[config.mk]
export PLATFORM = sky130hd
export DESIGN_NAME = obi_addr_demux
export DESIGN_NICKNAME = d
export VERILOG_FILES = /design/src/rtl/obi_addr_demux_pkg.sv /design/src/rtl/obi_addr_demux_decoder.sv /design/src/rtl/obi_addr_demux.sv
export SDC_FILE = /design/constraint.sdc
export NUM_CORES = 1
export LEC_CHECK = 0
export ABC_AREA = 1
export BUFFER_PORTS_ARGS = -buffer_cell sky130_fd_sc_hd__buf_2
export CAP_MARGIN = 40
export CORE_AREA = 2 2 108 110
export DETAILED_ROUTE_END_ITERATION = 16
export DIE_AREA = 0 0 110 112
export GPL_TIMING_DRIVEN = 0
export PLACE_DENSITY = 0.52
export SLEW_MARGIN = 30
export SYNTH_ARGS = -nofsm -noshare
export SYNTH_HDL_FRONTEND = slang
export SYNTH_HIERARCHICAL = 1
export SYNTH_SLANG_ARGS = --single-unit
[constraint.sdc]
create_clock -name clk_i -period 4.2 [get_ports clk_i]
set_input_delay 0.42 -clock clk_i [delete_from_list [all_inputs] [get_ports clk_i]]
set_output_delay 0.42 -clock clk_i [all_outputs]
set_load 0.02 [all_outputs]
[src/rtl/obi_addr_demux_pkg.sv]
// Shared types and default address map for the OBI address demultiplexer.
// The pseudo-target ERR always sits one index above the last real target.
package obi_demux_pkg;

  typedef logic [3:0] tgt_idx_t;

  localparam logic [31:0] MEM_BASE = 32'h1000_0000;
  localparam logic [31:0] MEM_MASK = 32'hF000_0000;
  localparam logic [31:0] DBG_BASE = 32'h2000_0000;
  localparam logic [31:0] DBG_MASK = 32'hFF00_0000;

  function automatic tgt_idx_t err_idx(input int num_targets);
    return tgt_idx_t'(num_targets);
  endfunction

endpackage

[src/rtl/obi_addr_demux_decoder.sv]
// Combinational priority decoder: lowest matching region index wins,
// no match returns the ERR pseudo-target.
module obi_addr_decoder
  import obi_demux_pkg::*;
#(
  parameter int NUM_TARGETS = 2,
  parameter int ADDR_WIDTH  = 32,
  parameter logic [NUM_TARGETS-1:0][ADDR_WIDTH-1:0] REGION_BASE = {DBG_BASE, MEM_BASE},
  parameter logic [NUM_TARGETS-1:0][ADDR_WIDTH-1:0] REGION_MASK = {DBG_MASK, MEM_MASK}
) (
  input  logic [ADDR_WIDTH-1:0] i_addr,
  output tgt_idx_t              o_sel
);

  always_comb begin
    o_sel = err_idx(NUM_TARGETS);
    // Walk downwards so the lowest matching index is the last one written.
    for (int k = NUM_TARGETS - 1; k >= 0; k--) begin
      if ((i_addr & REGION_MASK[k]) == REGION_BASE[k]) begin
        o_sel = tgt_idx_t'(k);
      end
    end
  end

endmodule

[src/rtl/obi_addr_demux.sv]
// One-to-N OBI address demultiplexer with outstanding-transaction tracking.
// All in-flight requests belong to one owner; unmapped addresses get a local error.
module obi_addr_demux
  import obi_demux_pkg::*;
#(
  parameter int NUM_TARGETS     = 2,
  parameter int ADDR_WIDTH      = 32,
  parameter int DATA_WIDTH      = 32,
  parameter int MAX_OUTSTANDING = 2,
  parameter logic [NUM_TARGETS-1:0][ADDR_WIDTH-1:0] REGION_BASE = {DBG_BASE, MEM_BASE},
  parameter logic [NUM_TARGETS-1:0][ADDR_WIDTH-1:0] REGION_MASK = {DBG_MASK, MEM_MASK},
  parameter logic [NUM_TARGETS-1:0]                 STRIP_BASE  = '1
) (
  input  logic                                   clk_i,
  input  logic                                   rst_ni,
  input  logic                                   m_req_i,
  output logic                                   m_gnt_o,
  input  logic [ADDR_WIDTH-1:0]                  m_addr_i,
  input  logic                                   m_we_i,
  input  logic [DATA_WIDTH/8-1:0]                m_be_i,
  input  logic [DATA_WIDTH-1:0]                  m_wdata_i,
  output logic                                   m_rvalid_o,
  output logic [DATA_WIDTH-1:0]                  m_rdata_o,
  output logic                                   m_err_o,
  output logic [NUM_TARGETS-1:0]                 s_req_o,
  input  logic [NUM_TARGETS-1:0]                 s_gnt_i,
  output logic [NUM_TARGETS-1:0][ADDR_WIDTH-1:0] s_addr_o,
  output logic                                   s_we_o,
  output logic [DATA_WIDTH/8-1:0]                s_be_o,
  output logic [DATA_WIDTH-1:0]                  s_wdata_o,
  input  logic [NUM_TARGETS-1:0]                 s_rvalid_i,
  input  logic [NUM_TARGETS-1:0][DATA_WIDTH-1:0] s_rdata_i
);

  localparam int       CNT_W = 4;
  localparam tgt_idx_t ERR   = err_idx(NUM_TARGETS);

  logic [CNT_W-1:0] r_cnt_q;
  tgt_idx_t         r_tgt_q;

  tgt_idx_t              w_sel;
  logic                  w_sel_err;
  logic                  w_ok;
  logic                  w_fwd;
  logic                  w_tgt_rvalid;
  logic [DATA_WIDTH-1:0] w_tgt_rdata;

  obi_addr_decoder #(
    .NUM_TARGETS (NUM_TARGETS),
    .ADDR_WIDTH  (ADDR_WIDTH),
    .REGION_BASE (REGION_BASE),
    .REGION_MASK (REGION_MASK)
  ) u_decoder (
    .i_addr (m_addr_i),
    .o_sel  (w_sel)
  );

  assign w_sel_err = (w_sel == ERR);
  // No response bypass: a switch of owner waits until the counter is truly empty.
  assign w_ok  = (r_cnt_q == '0) ||
                 ((w_sel == r_tgt_q) && (r_cnt_q < CNT_W'(MAX_OUTSTANDING)));
  assign w_fwd = m_req_i && w_ok;

  always_comb begin
    s_req_o = '0;
    m_gnt_o = 1'b0;
    if (w_sel_err) begin
      m_gnt_o = w_fwd;
    end else begin
      for (int k = 0; k < NUM_TARGETS; k++) begin
        if (w_sel == tgt_idx_t'(k)) begin
          s_req_o[k] = w_fwd;
          m_gnt_o    = w_fwd && s_gnt_i[k];
        end
      end
    end
  end

  for (genvar k = 0; k < NUM_TARGETS; k++) begin : g_addr
    assign s_addr_o[k] = STRIP_BASE[k] ? (m_addr_i - REGION_BASE[k]) : m_addr_i;
  end

  assign s_we_o    = m_we_i;
  assign s_be_o    = m_be_i;
  assign s_wdata_o = m_wdata_i;

  always_comb begin
    w_tgt_rvalid = 1'b0;
    w_tgt_rdata  = '0;
    for (int k = 0; k < NUM_TARGETS; k++) begin
      if (r_tgt_q == tgt_idx_t'(k)) begin
        w_tgt_rvalid = s_rvalid_i[k];
        w_tgt_rdata  = s_rdata_i[k];
      end
    end
  end

  // Responses from any target other than the owner are dropped here.
  assign m_rvalid_o = (r_cnt_q != '0) && ((r_tgt_q == ERR) || w_tgt_rvalid);
  assign m_rdata_o  = (r_tgt_q == ERR) ? '0 : w_tgt_rdata;
  assign m_err_o    = (r_tgt_q == ERR);

  always_ff @(posedge clk_i or negedge rst_ni) begin
    if (!rst_ni) begin
      r_cnt_q <= '0;
      r_tgt_q <= '0;
    end else begin
      if (m_gnt_o) begin
        r_tgt_q <= w_sel;
      end
      case ({m_gnt_o, m_rvalid_o})
        2'b10:   r_cnt_q <= r_cnt_q + CNT_W'(1);
        2'b01:   r_cnt_q <= r_cnt_q - CNT_W'(1);
        default: r_cnt_q <= r_cnt_q;
      endcase
    end
  end

endmodule
==> key figures <==
Status
  – Run status: completed

Setup path
  – Buf/Inv on CP: 4
  – CP Max Fanout: 6
  – Most Frequent Cell on Critical Path: nand2_1
  – Worst path depth: 24
  – Critical path's slowest cell: nor2_1
  – Critical path class: primary input to flip-flop
  – CP Launch Type: primary input
  – Crit-path leading delay family: simple AND/OR/NAND/NOR gates
  – Worst reg2reg endpoint: r_cnt_q[3]
  – CP required: ~4.3 ns
  – FF-to-FF path depth: 14
  – CP Cell Sequence: buf_2 > inv_1 > nor2_1 > nand2_1 > nor2_2 > nor2_1 > inv_1 > nand2_1 > nand2_1 > nor2_1 > nand2_1 > nand2_1 > nand4_1 > nand3_2 > inv_1 > ha_1 > ha_1 > nand2_1 > nand2_1 > a21oi_1 > nor2_1 > nor2_1 > nand2_1 > xnor2_1
  – Largest stage delay on the critical path: around 0.28 ns
  – CP Data Arrival Time: between 3 and 4 ns
  – R2R setup slack: 1.63 ns
  – Worst r2r src: r_tgt_q[3]
  – Crit end category: flip-flop

Die
  – Chip width: 110 µm
  – Core area: ~11000 µm²
  – Die Span Y: ~110 µm
  – Row cnt: 39
  – I/O pins: approximately 280
  – Initial Util: between 15 and 20%
  – Die ar.: between 10000 and 15000 µm²

Place
  – Final GP Congestion: 0.732
  – Placed insts: around 670
  – Buffers on Ports: about 220
  – Dpl hpwl: 6520 µm

Power
  – Sw frac: 49.1%
  – Clock share of power: approximately 16%
  – NetSw: around 0.00050 W
  – Leak pwr: roughly 2.1 nW
  – Flop pwr share: around 14%
  – Comb pwr share: 70.4%
  – PD cells: about 310 nW/µm²
  – Internal: roughly 0.00052 W
  – Maximum vdd drop: about 0.00037 V

Global routing
  – Gr usage total: 10.2%
  – Vias in the first global route: ~2200
  – Largest net degree at the start of global routing: 11
  – Initial antenna violation count: 0
  – GRT Residual Overflow: 0
  – First-pass GRT wire length: 10100 µm

Layout
  – Final net count: 680
  – Final cell count without fillers: between 600 and 700
  – Layout cells sized above 1: about three fifths
  – P&R area growth vs syn: 70.6%
  – Fin util: 28.9%
  – N_diodes: 0

Clock tree
  – H-tree levels: 1
  – CTS Hold Bufs: 0
  – CTS max path bufs: 2
  – PostCTS Resize Cnt: 0
  – Inserted Clock Buffers: 3
  – CTS tree: yes
  – Clock transition at the registers of the reported paths: approximately 0.040 ns
  – Number of post-CTS setup repair buffers: 0
  – Root Buffer Master: clkbuf_16
  – Clk sinks: 8
  – Clock Latency Late Sink: around 0.23 ns

Drt
  – Total Wirelength: 7220 µm
  – # DRC: 0
  – DR WL/cell: 10.7 µm
  – DR vias: around 2600
  – Via density per instance: 3.79
  – Pre-antenna DRT Iters: 4
  – DR iter-0 viols: ~70
  – Antenna Violating Nets Remaining: 0

Synthesis
  – Post-Synthesis Cell Area: about 1900 µm²
  – Dominant cell type by area after synthesis: buf_4
  – Mean Syn Cell Area: 6.10 µm²
  – Asr flop ratio synth: 100%
  – Yosys warnings: 6
  – Synth top area share: about two fifths
  – Prevailing post-synth register cell: dfrtp_1
  – Commonest cells post-synth: buf_4, nand2_1, nand3_1
  – Register area share after synthesis: 10.6%
  – Largest family of logic cells by synthesized area: buffers and inverters
  – Count of cell types in the netlist: 25
  – Number of synthesized flops with an enable pin: 0
  – Synth area leaders: buf_4, nand2_1, dfrtp_1, nand3_1, ha_1
  – Post-synthesis xor/xnor area fraction: 2.31%
  – Simple-gate share of the synthesized area: 35.4%
  – Compound-Gate Fraction of Synth Area: 1.58%
  – Mux share of post-synthesis cell area: 0.594%
  – Post-Synthesis Cells: about 310
  – Post-synthesis register bit count: 8
  – Synth Area in Adders: between 5 and 6%
  – Top-count cell post-synth: buf_4

Job
  – Maxcap violations: 0

Timing
  – Final Hold Viols: 0
  – Setup-failing EPs final: 0
  – Fin Setup TNS: 0 ns
  – RSZ-0062 raised after global routing: false
  – Worst-margin pin slew: between 0.6 and 0.7 ns
  – Slew headroom: between 50% and 60%
  – Final period utilization: a little over two thirds
  – Tmin final: about 2.9 ns
  – Final-report max-slew violation count: 0
  – Fmax: ~0.34 GHz
  – Clk_skew: approximately 0.0049 ns

Worst hold path
  – HP Class: primary input to asynchronous set/reset pin
==> power groups by stage <==
stage | Clock, W | Combinational [W] | Sequential [W]
after floorplan | 0 | 0.000509 | 0.000134
after global placement | 0 | 0.000708 | 0.000141
after detailed placement | 0 | 0.000720 | 0.000141
after CTS | 0.000164 | 0.000725 | 0.000141
after global routing | 0.000170 | 0.000795 | 0.000145
final | 0.000161 | 0.000714 | 0.000140
==> final cells by class <==
cell class | count | area (µm²)
clock buffers | 3 | 75.1
inverters | 22 | 82.6
flip-flops and latches | 8 | 200
repair buffers | 216 | 1080
fillers | 1258 | 7940
multi-input cells | 177 | 858
well taps | 143 | 179
plain buffers | 105 | 758
==> registers in the layout, summed over array words and instances (netlist names) <==
name / cells
r_cnt_q: 4
r_tgt_q: 4
==> worst register-to-register path: stages, from the launching register on <==
cell	delay, ns
dfrtp_1	0.39
nor2_1	0.13
inv_2	0.06
nor3_2	0.48
nand2_1	0.11
a21oi_1	0.20
ha_1	0.23
ha_1	0.24
nand2_1	0.07
nand2_1	0.05
a21oi_1	0.17
nor2_1	0.06
nor2_1	0.08
nand2_1	0.07
xnor2_1	0.13
==> metal layers <==
layer  track usage [%]  wire length (µm)
met4              1.86                42
met2              19.9              3810
met1              11.5              2640
met5                 0                 0
met3              1.29               717
==> through the flow <==
step / total power [W] / hold slack [ns] / setup slack [ns] / area (µm²)
floorplan: 0.000644 / 0.124 / 1.40 / 1900
global placement: 0.000849 / 0.274 / 1.09 / 3160
detailed placement: 0.000862 / 0.279 / 1.04 / 3160
CTS: 0.00103 / 0.0320 / 1.28 / 3230
global route: 0.00111 / 0.0401 / 0.980 / 3230
finish: 0.00102 / 0.0260 / 1.28 / 3230
==> cells by family after synthesis <==
group | Yosys count
mux | 1
simple gates | 156
xor+xnor | 5
flops | 8
fa+ha+maj | 7
other cells | 1
buf+inv | 127
compound gates | 6
==> worst max-delay path by stage <==
stage	slack, ns	from	endpoint
finish	1.28	m_addr_i[29]	r_cnt_q[3]
global placement	1.09	m_addr_i[27]	r_cnt_q[3]
global route	0.98	m_addr_i[29]	r_cnt_q[3]
CTS	1.28	m_addr_i[29]	r_cnt_q[3]
floorplan	1.40	m_addr_i[29]	r_cnt_q[3]
detailed placement	1.04	m_addr_i[29]	r_cnt_q[3]
==> cell usage in the layout (no fill, tap or decap), types with 4 or more instances in the layout <==
cell type / instances
buf_2: 219
ha_1: 6
dfrtp_1: 8
inv_1: 18
nand2_1: 94
inv_2: 4
nand3_1: 33
nor2_1: 15
clkbuf_1: 4
nor3_1: 4
buf_4: 96
Power figures use the tool's default switching activity.
